===== config.mk =====
export PLATFORM = sky130hd
export DESIGN_NAME = mux_2_1_arbiter
export DESIGN_NICKNAME = d
export VERILOG_FILES = /design/src/rtl/mux_2_1_arbiter.sv
export SDC_FILE = /design/constraint.sdc
export NUM_CORES = 1
export LEC_CHECK = 0
export BUFFER_PORTS_ARGS = -buffer_cell sky130_fd_sc_hd__buf_2
export CAP_MARGIN = 0
export CORE_MARGIN = 3
export CORE_UTILIZATION = 39
export CTS_CLUSTER_SIZE = 16
export DETAILED_ROUTE_END_ITERATION = 6
export GPL_TIMING_DRIVEN = 0
export PLACE_DENSITY = 0.78
export SKIP_CTS_REPAIR_TIMING = 1
export SKIP_LAST_GASP = 1
export SYNTH_ARGS = -nofsm -noshare
export SYNTH_HDL_FRONTEND = slang
export SYNTH_SLANG_ARGS = --single-unit
export TNS_END_PERCENT = 50

===== constraint.sdc =====
create_clock -name clk -period 2 [get_ports clk]
set_clock_uncertainty 0.15 [all_clocks]
set_input_delay 0.4 -clock clk [delete_from_list [all_inputs] [get_ports clk]]
set_output_delay 0.4 -clock clk [all_outputs]
set_load 0.02 [all_outputs]

===== src/rtl/mux_2_1_arbiter.sv =====
// ---------------------------------------------------------------------------
// mux_2_1_arbiter
//
// Two-requester arbiter that shares one 2:1 mux datapath between requester A
// (mux input a) and requester B (mux input b). It drives the mux select, the
// per-requester grants, and a valid/ready handshake toward one downstream
// consumer. A hold counter bounds the number of accepted beats per grant, so
// neither requester can starve the other.
//
// Default build: round-robin. When both sides request in IDLE, the side that
// was not served last wins. A grant is forced over to the other side after
// MAX_HOLD accepted beats, but only while that side is requesting.
//
// Optional feature, macro ARB_PRIORITY_A_EN: fixed priority to A. IDLE
// contention always grants A. OWN_A is released only when req_a drops.
// OWN_B is still forced back to A by the hold limit.
//
// Parameters:
//   WIDTH     data width of a, b, out
//   MAX_HOLD  beats per grant before forced rotation (1..255)
//
// Ports:
//   clk    in   single clock, rising edge
//   rst    in   synchronous active-high reset
//   req_a  in   requester A wants the datapath
//   req_b  in   requester B wants the datapath
//   a      in   data from requester A
//   b      in   data from requester B
//   ready  in   downstream accepts the current beat
//   gnt_a  out  A owns the datapath
//   gnt_b  out  B owns the datapath
//   s      out  mux select, 0 = a, 1 = b
//   out    out  muxed data (combinational, s ? b : a)
//   valid  out  out carries a beat from the owner
// ---------------------------------------------------------------------------
module mux_2_1_arbiter #(
    parameter int WIDTH    = 8,
    parameter int MAX_HOLD = 4
) (
    input  logic             clk,
    input  logic             rst,
    input  logic             req_a,
    input  logic             req_b,
    input  logic [WIDTH-1:0] a,
    input  logic [WIDTH-1:0] b,
    input  logic             ready,
    output logic             gnt_a,
    output logic             gnt_b,
    output logic             s,
    output logic [WIDTH-1:0] out,
    output logic             valid
);

    localparam int CW = $clog2(MAX_HOLD + 1);
    localparam logic [CW-1:0] HOLD_MAX  = CW'(MAX_HOLD);
    localparam logic [CW-1:0] HOLD_LAST = CW'(MAX_HOLD - 1);

    typedef enum logic [1:0] {
        IDLE  = 2'd0,
        OWN_A = 2'd1,
        OWN_B = 2'd2
    } state_t;

    state_t          r_state;
    state_t          w_state_nxt;
    logic [CW-1:0]   r_hold_cnt;
    logic [CW-1:0]   w_hold_cnt_nxt;
    logic            r_gnt_a;
    logic            r_gnt_b;
    logic            r_sel;
    logic            w_beat;
    logic            w_hold_last;
    logic            w_idle_pick_b;
    logic            w_rot_from_a;
    logic            w_rot_from_b;

    // The beat that takes the count to MAX_HOLD is the one that rotates.
    // A saturated count keeps this true, so a late request from the other
    // side rotates on its first accepted beat.
    assign w_beat      = valid & ready;
    assign w_hold_last = (r_hold_cnt >= HOLD_LAST);
    assign w_rot_from_b = w_beat & req_a & w_hold_last;

`ifdef ARB_PRIORITY_A_EN
    assign w_idle_pick_b = 1'b0;
    assign w_rot_from_a  = 1'b0;
`else
    logic r_last_b;

    // Remember which side gave up the datapath most recently. Reset to B so
    // that A wins the first contention.
    always_ff @(posedge clk) begin
        if (rst) begin
            r_last_b <= 1'b1;
        end else if ((r_state == OWN_A) && (w_state_nxt != OWN_A)) begin
            r_last_b <= 1'b0;
        end else if ((r_state == OWN_B) && (w_state_nxt != OWN_B)) begin
            r_last_b <= 1'b1;
        end else begin
            r_last_b <= r_last_b;
        end
    end

    assign w_idle_pick_b = ~r_last_b;
    assign w_rot_from_a  = w_beat & req_b & w_hold_last;
`endif

    // Next-state selection for the ownership FSM.
    always_comb begin
        w_state_nxt = r_state;
        case (r_state)
            IDLE: begin
                if (req_a && req_b) begin
                    w_state_nxt = w_idle_pick_b ? OWN_B : OWN_A;
                end else if (req_a) begin
                    w_state_nxt = OWN_A;
                end else if (req_b) begin
                    w_state_nxt = OWN_B;
                end else begin
                    w_state_nxt = IDLE;
                end
            end
            OWN_A: begin
                if (!req_a) begin
                    w_state_nxt = req_b ? OWN_B : IDLE;
                end else if (w_rot_from_a) begin
                    w_state_nxt = OWN_B;
                end else begin
                    w_state_nxt = OWN_A;
                end
            end
            OWN_B: begin
                if (!req_b) begin
                    w_state_nxt = req_a ? OWN_A : IDLE;
                end else if (w_rot_from_b) begin
                    w_state_nxt = OWN_A;
                end else begin
                    w_state_nxt = OWN_B;
                end
            end
            default: begin
                w_state_nxt = IDLE;
            end
        endcase
    end

    // Hold counter: clears on any ownership change and counts accepted beats,
    // saturating at MAX_HOLD. Stalled cycles leave it frozen.
    always_comb begin
        w_hold_cnt_nxt = r_hold_cnt;
        if (w_state_nxt != r_state) begin
            w_hold_cnt_nxt = {CW{1'b0}};
        end else if (w_beat && (r_hold_cnt != HOLD_MAX)) begin
            w_hold_cnt_nxt = r_hold_cnt + {{(CW-1){1'b0}}, 1'b1};
        end else begin
            w_hold_cnt_nxt = r_hold_cnt;
        end
    end

    // State, counter and grant/select flops. Grants are loaded from the next
    // state, so they always match the state register.
    always_ff @(posedge clk) begin
        if (rst) begin
            r_state    <= IDLE;
            r_hold_cnt <= {CW{1'b0}};
            r_gnt_a    <= 1'b0;
            r_gnt_b    <= 1'b0;
            r_sel      <= 1'b0;
        end else begin
            r_state    <= w_state_nxt;
            r_hold_cnt <= w_hold_cnt_nxt;
            r_gnt_a    <= (w_state_nxt == OWN_A);
            r_gnt_b    <= (w_state_nxt == OWN_B);
            r_sel      <= (w_state_nxt == OWN_B);
        end
    end

    assign gnt_a = r_gnt_a;
    assign gnt_b = r_gnt_b;
    assign s     = r_sel;
    assign valid = (r_gnt_a & req_a) | (r_gnt_b & req_b);
    assign out   = r_sel ? b : a;

endmodule


==> impl_metrics.env, run 1 <==
export IMPL_status="complete, no violations"
export IMPL_die_h_um=47
export IMPL_firstDrtPassIters=4
export IMPL_min_period_ns=1.946
export IMPL_worst_setup_path_start_kind="flip-flop"
export IMPL_core_area_um2=1541
export IMPL_max_slew_margin_rel_pct=66.29
export IMPL_cp_depth=5
export IMPL_r2r_slack_ns=0.05
export IMPL_fillers=140
export IMPL_yosysSeqAreaShare_pct=24.43
export IMPL_dp_slack_ns=-0.07131
export IMPL_area_delta_synth_final_pct=31.49
export IMPL_fin_util_pct=55.93
export IMPL_worstHoldPathCells=2
export IMPL_start_util_pct=42.53
export IMPL_clk_pin_slew_ns=0.05
export IMPL_hold_ws_ns=0.2366
export IMPL_insertion_delay_ns=0.26
export IMPL_timing_rr_start="r_hold_cnt[0]$_SDFFE_PP0P_"
export IMPL_dp_hpwl_um=1269
export IMPL_vias_per_cell=5.817
export IMPL_track_usage_pct=14.53
export IMPL_port_buffers=30
export IMPL_worstPathCellList="ha_1, ha_1, a211oi_2, nor4_2, or4b_1"
export IMPL_die_area_um2=2209
export IMPL_rows=14
export IMPL_cp_data_arrival_time_ns=1.92
export IMPL_reg2reg_depth=5
export IMPL_overflow=0
export IMPL_io_pins=33
export IMPL_cts_buffers=3
export IMPL_finalWorstSetupSlack_ns=0.05428
export IMPL_synth_cells=71
export IMPL_finalNonFillerCells=120
export IMPL_drt_first_iter_violations=20
export IMPL_finalSetupTns_ns=0
export IMPL_crit_buf_inv=0
export IMPL_crit_top_cell="ha_1"
export IMPL_cts_tree="built"
export IMPL_rsz0062_at_grt="false"
export IMPL_hp_start="req_a"
export IMPL_yosys_area_top_type="dfxtp_1"
export IMPL_finalWirelength_um=1664
export IMPL_p_per_area_nw_per_um2=499.9
export IMPL_finalHoldViolations=0
export IMPL_drv_slew=0
export IMPL_synth_area_um2=655.6
export IMPL_grt_pass1_wl_um=2304
export IMPL_gp_congestion=0.7994
export IMPL_drive_above_1_share_pct=50.96
export IMPL_setup_viol=0
export IMPL_antenna_found_initial=0
export IMPL_yosysWarnings=0
export IMPL_cap_violations=0
export IMPL_critPathSlowestCell="or4b_1"
export IMPL_cts_num_sinks=8
export IMPL_synthesis_nets=95
export IMPL_antenna_left=0
export IMPL_grt_max_degree=11
export IMPL_critPathCaptureType="flip-flop"
export IMPL_r2r_end="r_last_b$_SDFFE_PP1P_"
export IMPL_vdd_drop_max_v=0.0003946
export IMPL_vias=698
export IMPL_ys_types=26
export IMPL_cts_max_level=1
export IMPL_drc=0
export IMPL_whs_endpoint="s$_SDFF_PP0_"
export IMPL_synth_top_area_share_pct=24.43
export IMPL_p_leak_uw=0.0003794
export IMPL_cts_buffer_depth=2
export IMPL_critPathTopFamily="simple AND/OR/NAND/NOR gates"
export IMPL_crit_path_max_incr_delay_ns=0.55
export IMPL_num_nets_final=130
export IMPL_hold_path_class="in -> reg"
export IMPL_fp_dieW_um=47
export IMPL_synthTopCellsByArea="dfxtp_1 (24%), mux2_2 (14%), a211oi_1 (6.9%), ha_1 (5.7%), buf_4 (4.6%)"
export IMPL_cp_data_required_time_ns=1.98
export IMPL_path_class="reg -> reg"
export IMPL_ys_ff_latch=8
export IMPL_diodes=0
export IMPL_max_slew_worst_pin_slew_ns=0.5010
export IMPL_wl_per_cell_um=13.87
export IMPL_grt_pass1_vias=573
export IMPL_root_buffer="clkbuf_4"
export IMPL_clock_fmax_mhz=513.9
export IMPL_period_share_pct=97.29
export IMPL_cp_max_fo=5
export IMPL_postSynthAreaPerCell_um2=9.234
export IMPL_dpl_cell_count=117
routing by layer:
layer / wire [µm] / track usage [%] / part of all wire [%]
met1: 635 / 17.20 / 38
met2: 768 / 25.47 / 46
met3: 234 / 1.149 / 14
met4: 25 / 8.287 / 1.5
met5: 0 / 0 / 0
logic make-up (layout without fill, tap and decap cells):
group / count (synthesis) / count (layout) / synth area share [%]
multiplexers: 8 / 8 / 13.74
adder cells (fa/ha/maj): 3 / 3 / 5.726
AND/OR/NAND/NOR: 22 / 22 / 21.76
AO/OA/AOI/OAI: 19 / 19 / 23.47
buffers and inverters: 11 / 44 / 10.88
flip-flops: 8 / 8 / 24.43
flip-flops by register name, indices dropped and copies added, names as in the netlist:
signal	flops
s	1
r_state	2
r_hold_cnt	3
gnt_a	1
r_last_b	1
layout make-up:
cell class                      count  area [µm²]  share of cell area [%]
Multi-Input combinational cell     52       435.4                   50.51
Clock buffer                        3       22.52                   2.612
Tap cell                           16       20.02                   2.322
Buffer                              6       52.55                   6.096
Inverter                            5       18.77                   2.177
Timing Repair Buffer               30       150.1                   17.42
Sequential cell                     8       162.7                   18.87
stage by stage:
stage          instance area [µm²]  power [µW]
2_1_floorplan                655.6       261.7
3_3_place_gp                 825.8       303.4
3_5_place_dp                 825.8       307.1
4_1_cts                      848.3       430.2
5_1_grt                      862.1       449.8
6_report                     862.1       431.0
layout by cell type (no fill, tap or decap), drive strengths merged, types with 3 or more instances in the layout:
master / count
buf: 36
ha: 3
clkbuf: 3
a21oi: 3
nand2: 3
nand3b: 4
o31ai: 3
mux2: 8
nor4: 3
dfxtp: 8
a211oi: 6
inv: 5
how the worst max path moves through the flow:
stage	start	to	slack [ns]
global placement	r_hold_cnt[0]$_SDFFE_PP0P_	r_last_b$_SDFFE_PP1P_	-0.05
CTS	r_hold_cnt[0]$_SDFFE_PP0P_	r_last_b$_SDFFE_PP1P_	-0.10
detailed placement	r_hold_cnt[0]$_SDFFE_PP0P_	r_last_b$_SDFFE_PP1P_	-0.07
finish	r_hold_cnt[0]$_SDFFE_PP0P_	r_last_b$_SDFFE_PP1P_	0.05
global route	r_hold_cnt[0]$_SDFFE_PP0P_	r_last_b$_SDFFE_PP1P_	0.003
floorplan	r_hold_cnt[0]$_SDFFE_PP0P_	r_last_b$_SDFFE_PP1P_	0.09
cells in the mapped netlist (all sizes together):
library cell and number:
dfxtp 8, mux2 8, a211oi 6, buf 6, inv 5, nand3b 4
a21oi 3, ha 3, nand2 3, nor4 3, o31ai 3, a311oi 2
and2 2, nand2b 2, nand3 2, nand4 2, or4b 2, a211o 1
a22oi 1, a31o 1, a31oi 1, o311ai 1, or3 1, or4 1
power by group:
| group | total, µW | switching [µW] | internal (µW) |
|---|---|---|---|
| clock network | 126 | 57.1 | 68.8 |
| logic | 134 | 72.6 | 61.7 |
| registers | 171 | 4.92 | 166 |
| total | 431 | 135 | 296 |
No activity file was read; power rests on OpenSTA's default activity.
==> run 2, diff against run 1 <==
--- a/config.mk
+++ b/config.mk
@@ -12,7 +12,9 @@
 export CTS_CLUSTER_SIZE = 16
 export DETAILED_ROUTE_END_ITERATION = 6
 export GPL_TIMING_DRIVEN = 0
+export HOLD_SLACK_MARGIN = 0.15
 export PLACE_DENSITY = 0.78
+export RECOVER_POWER = 100
 export SKIP_CTS_REPAIR_TIMING = 1
 export SKIP_LAST_GASP = 1
 export SYNTH_ARGS = -nofsm -noshare
==> impl_metrics.env, run 2 (same netlist as run 1, synthesis figures left out) <==
export IMPL_r2r_slack_ns=0.05
export IMPL_insertion_delay_ns=0.26
export IMPL_drc=0
export IMPL_crit_path_max_incr_delay_ns=0.55
export IMPL_num_nets_final=130
export IMPL_layout_common_cells="buf_2 (27), mux2_2 (8), dfxtp_1 (6), inv_1 (5), a211oi_1 (5)"
export IMPL_cts_num_sinks=8
export IMPL_antenna_found_initial=0
export IMPL_crit_path_start="r_hold_cnt[0]$_SDFFE_PP0P_"
export IMPL_cts_tree="built"
export IMPL_crit_top_cell="ha_1"
export IMPL_io_pins=33
export IMPL_start_util_pct=42.53
export IMPL_timing_rr_start="r_hold_cnt[0]$_SDFFE_PP0P_"
export IMPL_p_leak_uw=0.0003678
export IMPL_cp_max_fo=5
export IMPL_top_register="r_hold_cnt"
export IMPL_path_class="reg -> reg"
export IMPL_r2r_end="r_last_b$_SDFFE_PP1P_"
export IMPL_max_slew_worst_pin_slew_ns=0.5010
export IMPL_fin_util_pct=55.68
export IMPL_worst_setup_path_start_kind="flip-flop"
export IMPL_vias_per_cell=5.817
export IMPL_p_per_area_nw_per_um2=501.1
export IMPL_critPathCaptureType="flip-flop"
export IMPL_fp_dieW_um=47
export IMPL_finalHoldViolations=0
export IMPL_worstPathCellList="ha_1, ha_1, a211oi_2, nor4_2, or4b_1"
export IMPL_gp_congestion=0.7994
export IMPL_core_area_um2=1541
export IMPL_finalWirelength_um=1669
export IMPL_setup_viol=0
export IMPL_firstDrtPassIters=4
export IMPL_largest_register_ff_count=3
export IMPL_min_period_ns=1.946
export IMPL_track_usage_pct=14.53
export IMPL_finalPower_uw=430.1
export IMPL_grt_pass1_wl_um=2304
export IMPL_fillers=141
export IMPL_diodes=0
export IMPL_finalInstanceArea_um2=858.3
export IMPL_top_regs="r_hold_cnt x3, r_state x2"
export IMPL_die_h_um=47
export IMPL_overflow=0
export IMPL_hold_path_class="in -> reg"
export IMPL_grt_pass1_vias=573
export IMPL_grt_max_degree=11
export IMPL_rows=14
export IMPL_cts_buffers=3
export IMPL_critPathSlowestCell="or4b_1"
export IMPL_max_slew_margin_rel_pct=66.29
export IMPL_period_share_pct=97.29
export IMPL_vdd_drop_max_v=0.0003946
export IMPL_antenna_left=0
export IMPL_port_buffers=30
export IMPL_clk_pin_slew_ns=0.05
export IMPL_cp_data_arrival_time_ns=1.92
export IMPL_placed_cell_area_um2=825.8
export IMPL_dp_slack_ns=-0.07131
export IMPL_wl_per_cell_um=13.91
export IMPL_status="complete, no violations"
export IMPL_dp_hpwl_um=1269
export IMPL_die_area_um2=2209
export IMPL_hold_ws_ns=0.2366
export IMPL_clock_fmax_mhz=513.9
export IMPL_reg2reg_depth=5
export IMPL_area_delta_synth_final_pct=30.92
export IMPL_cap_violations=0
export IMPL_crit_buf_inv=0
export IMPL_drive_above_1_share_pct=48.08
export IMPL_cp_depth=5
export IMPL_crit_end="r_last_b$_SDFFE_PP1P_"
export IMPL_vias=698
export IMPL_cp_data_required_time_ns=1.98
export IMPL_finalWorstSetupSlack_ns=0.05428
export IMPL_critPathTopFamily="simple AND/OR/NAND/NOR gates"
export IMPL_drv_slew=0
export IMPL_drt_first_iter_violations=21
export IMPL_cts_buffer_depth=2
export IMPL_mostFrequentLayoutCell="buf_2"
export IMPL_rsz0062_at_grt="false"
export IMPL_root_buffer="clkbuf_4"
export IMPL_cts_max_level=1
## run 2: cell count changes in the layout (fill, tap and decap cells not counted)
cell,delta
buf_2,-3
clkbuf_1,+3
## run 2: worst min-delay path by stage
stage | depth (start not counted) | to | slack [ns] | start
2_1_floorplan | 2 | r_hold_cnt[0]$_SDFFE_PP0P_ | 0.34 | r_hold_cnt[0]$_SDFFE_PP0P_
3_3_place_gp | 2 | r_hold_cnt[0]$_SDFFE_PP0P_ | 0.38 | r_hold_cnt[0]$_SDFFE_PP0P_
3_5_place_dp | 2 | r_hold_cnt[0]$_SDFFE_PP0P_ | 0.38 | r_hold_cnt[0]$_SDFFE_PP0P_
4_1_cts | 2 | s$_SDFF_PP0_ | 0.24 | req_a
5_1_grt | 2 | s$_SDFF_PP0_ | 0.26 | req_a
6_report | 2 | s$_SDFF_PP0_ | 0.24 | req_a
## run 2: cell type report
class / instances / area, µm² / area share (%)
multi-input combinational: 52 / 435.4 / 50.73
sequential: 8 / 162.7 / 18.95
timing repair buffer: 30 / 146.4 / 17.06
clock buffer: 3 / 22.52 / 2.624
tap: 16 / 20.02 / 2.332
buffer: 6 / 52.55 / 6.122
inverter: 5 / 18.77 / 2.187
## run 2: routing by layer
layer  track usage, %  routed length (µm)  vias up
met3            1.149                 236        3
met4            8.287                  25        0
met2            25.47                 768       45
met1            17.20                 639      308
li1                 -                   -      342
met5                0                   0        -
## run 2: power breakdown
| group | leakage (µW) | switching, µW | internal, µW |
|---|---|---|---|
| Clock | 0.0000138 | 57.1 | 68.8 |
| Combinational | 0.000288 | 72.7 | 60.7 |
| Sequential | 0.0000665 | 5.03 | 166 |
## run 2: per-stage QoR
stage / std cells / setup TNS (ns)
after floorplan: 71 / 0
after global placement: 117 / -0.04714
after detailed placement: 117 / -0.07131
after CTS: 120 / -0.1010
after global routing: 120 / 0
final: 120 / 0
==> run 3, diff against run 2 <==
--- a/config.mk
+++ b/config.mk
@@ -5,15 +5,15 @@
 export SDC_FILE = /design/constraint.sdc
 export NUM_CORES = 1
 export LEC_CHECK = 0
+export ABC_AREA = 1
 export BUFFER_PORTS_ARGS = -buffer_cell sky130_fd_sc_hd__buf_2
 export CAP_MARGIN = 0
-export CORE_MARGIN = 3
-export CORE_UTILIZATION = 39
+export CORE_UTILIZATION = 30
 export CTS_CLUSTER_SIZE = 16
 export DETAILED_ROUTE_END_ITERATION = 6
 export GPL_TIMING_DRIVEN = 0
 export HOLD_SLACK_MARGIN = 0.15
-export PLACE_DENSITY = 0.78
+export PLACE_DENSITY = 0.64
 export RECOVER_POWER = 100
 export SKIP_CTS_REPAIR_TIMING = 1
 export SKIP_LAST_GASP = 1
==> impl_metrics.env, run 3 <==
export IMPL_status="complete, no violations"
export IMPL_grt_max_degree=10
export IMPL_area_delta_synth_final_pct=30.92
export IMPL_drt_first_iter_violations=13
export IMPL_p_per_area_nw_per_um2=565.4
export IMPL_synth_xor_area_share_pct=1.336
export IMPL_p_int_uw=311.9
export IMPL_drc=0
export IMPL_switching_share_pct=35.74
export IMPL_rsz0062_at_grt="false"
export IMPL_synth_edff_count=0
export IMPL_fillers=222
export IMPL_async_flop_share_pct=0
export IMPL_muxShareOfSynthArea_pct=13.74
export IMPL_grt_pass1_wl_um=2263
export IMPL_vias=690
export IMPL_synth_compound_area_share_pct=9.542
export IMPL_top_register="r_hold_cnt"
export IMPL_finalPower_uw=485.3
export IMPL_die_h_um=48.75
export IMPL_core_area_um2=2002
export IMPL_finalHoldViolations=0
export IMPL_period_share_pct=91.30
export IMPL_worst_setup_path_start_kind="flip-flop"
export IMPL_p_leak_uw=0.0004075
export IMPL_grt_pass1_vias=572
export IMPL_antenna_found_initial=0
export IMPL_gp_congestion=0.8853
export IMPL_yosys_area_top_type="dfxtp_1"
export IMPL_clk_pin_slew_ns=0.05
export IMPL_dp_hpwl_um=1182
export IMPL_cts_num_sinks=8
export IMPL_r2r_slack_ns=0.17
export IMPL_insertion_delay_ns=0.25
export IMPL_dp_slack_ns=0.1637
export IMPL_power_switching_uw=173.5
export IMPL_setup_viol=0
export IMPL_cp_data_required_time_ns=2.03
export IMPL_fp_dieW_um=48.75
export IMPL_port_buffers=32
export IMPL_crit_path_max_incr_delay_ns=0.32
export IMPL_drive_above_1_share_pct=35.20
export IMPL_vias_per_cell=4.539
export IMPL_cp_data_arrival_time_ns=1.85
export IMPL_worstPathCellList="ha_1, ha_1, nor2_1, a21oi_1, nand2_2, nand2_1, nand2_1, nand3_1, nand2_1, nand2_2, nor3_2"
export IMPL_finalWirelength_um=1433
export IMPL_start_util_pct=32.75
export IMPL_track_usage_pct=12.21
export IMPL_cts_buffers=3
export IMPL_max_slew_worst_pin_slew_ns=0.2415
export IMPL_wl_per_cell_um=9.428
export IMPL_finalSetupTns_ns=0
export IMPL_cts_tree="built"
export IMPL_top_regs="r_hold_cnt x3, r_state x2"
export IMPL_die_area_um2=2377
export IMPL_p_comb_share_pct=38.4
export IMPL_p_clk_share_pct=24.4
export IMPL_ys_ff_latch=8
export IMPL_ys_flop_type="dfxtp_1"
export IMPL_mostFrequentLayoutCell="buf_2"
export IMPL_seqPwrFrac_pct=37.3
export IMPL_synth_most_common_cell="nand2_1"
export IMPL_cts_buffer_depth=2
export IMPL_synth_cells=90
export IMPL_firstDrtPassIters=4
export IMPL_overflow=0
export IMPL_synthesis_nets=114
export IMPL_postSynthAreaPerCell_um2=7.285
export IMPL_yosys_area_share_simple_pct=33.21
export IMPL_critPathSlowestCell="dfxtp_1"
export IMPL_drv_slew=0
export IMPL_fin_util_pct=42.88
export IMPL_path_class="reg -> reg"
export IMPL_hold_path_class="in -> reg"
export IMPL_rows=16
export IMPL_cts_max_level=1
export IMPL_yosysWarnings=0
export IMPL_diodes=0
export IMPL_cp_max_fo=3
export IMPL_synth_area_um2=655.6
export IMPL_crit_top_cell="nand2_1"
export IMPL_placed_cell_area_um2=849.6
export IMPL_io_pins=33
export IMPL_critPathCaptureType="flip-flop"
export IMPL_synth_common_cells="nand2_1 (20), inv_1 (16), dfxtp_1 (8), mux2_2 (8), nor2_1 (8)"
export IMPL_finalInstanceArea_um2=858.3
export IMPL_vdd_drop_max_v=0.0003075
export IMPL_largest_register_ff_count=3
export IMPL_antenna_left=0
export IMPL_ys_types=17
export IMPL_clock_fmax_mhz=547.6
export IMPL_finalWorstSetupSlack_ns=0.1740
export IMPL_max_slew_margin_rel_pct=83.73
export IMPL_yosysSeqAreaShare_pct=24.43
export IMPL_num_nets_final=151
export IMPL_synthTopCellsByArea="dfxtp_1 (24%), mux2_2 (14%), nand2_1 (11%), inv_1 (9.2%), ha_1 (5.7%)"
export IMPL_layout_common_cells="buf_2 (21), nand2_1 (20), inv_1 (16), clkbuf_1 (11)"
export IMPL_synth_top_area_share_pct=24.43
export IMPL_cap_violations=0
export IMPL_synth_top_family_by_area="simple AND/OR/NAND/NOR gates"
export IMPL_min_period_ns=1.826
export IMPL_synth_fa_ha_area_share_pct=5.725
export IMPL_root_buffer="clkbuf_4"
==> run 3: changes by cell type after synthesis, sizes merged, moves of 3 or more <==
cell,before,now
a211oi,6,0
buf,6,2
inv,5,16
nand2,3,23
nand3,2,7
nand3b,4,0
nor2,0,8
nor3,0,3
nor4,3,0
o21ai,0,3
o31ai,3,0
==> run 3: metrics by stage <==
step / hold slack (ns) / instances
4_1_cts: 0.1685 / 152
3_3_place_gp: 0.3290 / 149
5_1_grt: 0.1774 / 152
2_1_floorplan: 0.2949 / 90
6_report: 0.1797 / 152
3_5_place_dp: 0.3361 / 149
==> run 3: critical path: cells and delay by family, from the launching register on <==
family | cells | cell delay, ns
flip-flops | 1 | 0.32
adder cells (fa/ha/maj) | 2 | 0.38
AND/OR/NAND/NOR | 8 | 0.80
AO/OA/AOI/OAI | 1 | 0.10
==> run 3: cell type report <==
cell class / instances / area, µm² / area share (%)
multi-input cells: 64 / 416.7 / 48.54
flip-flops and latches: 8 / 160.2 / 18.66
repair buffers: 32 / 146.4 / 17.06
inverters: 16 / 60.06 / 6.997
well taps: 27 / 33.78 / 3.936
clock buffers: 3 / 22.52 / 2.624
plain buffers: 2 / 18.77 / 2.187
==> run 3: cells by family after synthesis <==
group,after synthesis
AO/OA/AOI/OAI,8
AND/OR/NAND/NOR,44
XOR/XNOR,1
adder cells (fa/ha/maj),3
flip-flops,8
multiplexers,8
buffers and inverters,18
==> run 3: path summary, 6_finish.rpt <==
path,to,cells past startpoint,start
worst max-delay path,r_hold_cnt[0]$_SDFFE_PP0P_,11,r_hold_cnt[0]$_SDFFE_PP0P_
worst min-delay path,r_state[0]$_SDFF_PP0_,2,rst
worst max register to register,r_hold_cnt[0]$_SDFFE_PP0P_,11,r_hold_cnt[0]$_SDFFE_PP0P_
worst min register to register,r_last_b$_SDFFE_PP1P_,2,r_last_b$_SDFFE_PP1P_
==> run 3: power groups by stage <==
stage          registers [µW]  logic, µW  clock network [µW]
2_1_floorplan             187        130                   0
3_3_place_gp              184        187                   0
3_5_place_dp              184        192                   0
4_1_cts                   181        192                 127
5_1_grt                   182        203                 136
6_report                  181        186                 118
==> run 3: per-layer routing <==
metal	vias to the layer above	global-route usage [%]	wire, µm
met3	0	3.459	108
met1	298	14.04	657
met5	-	0	0
met2	32	19.91	667
li1	360	-	-
met4	0	7.353	0
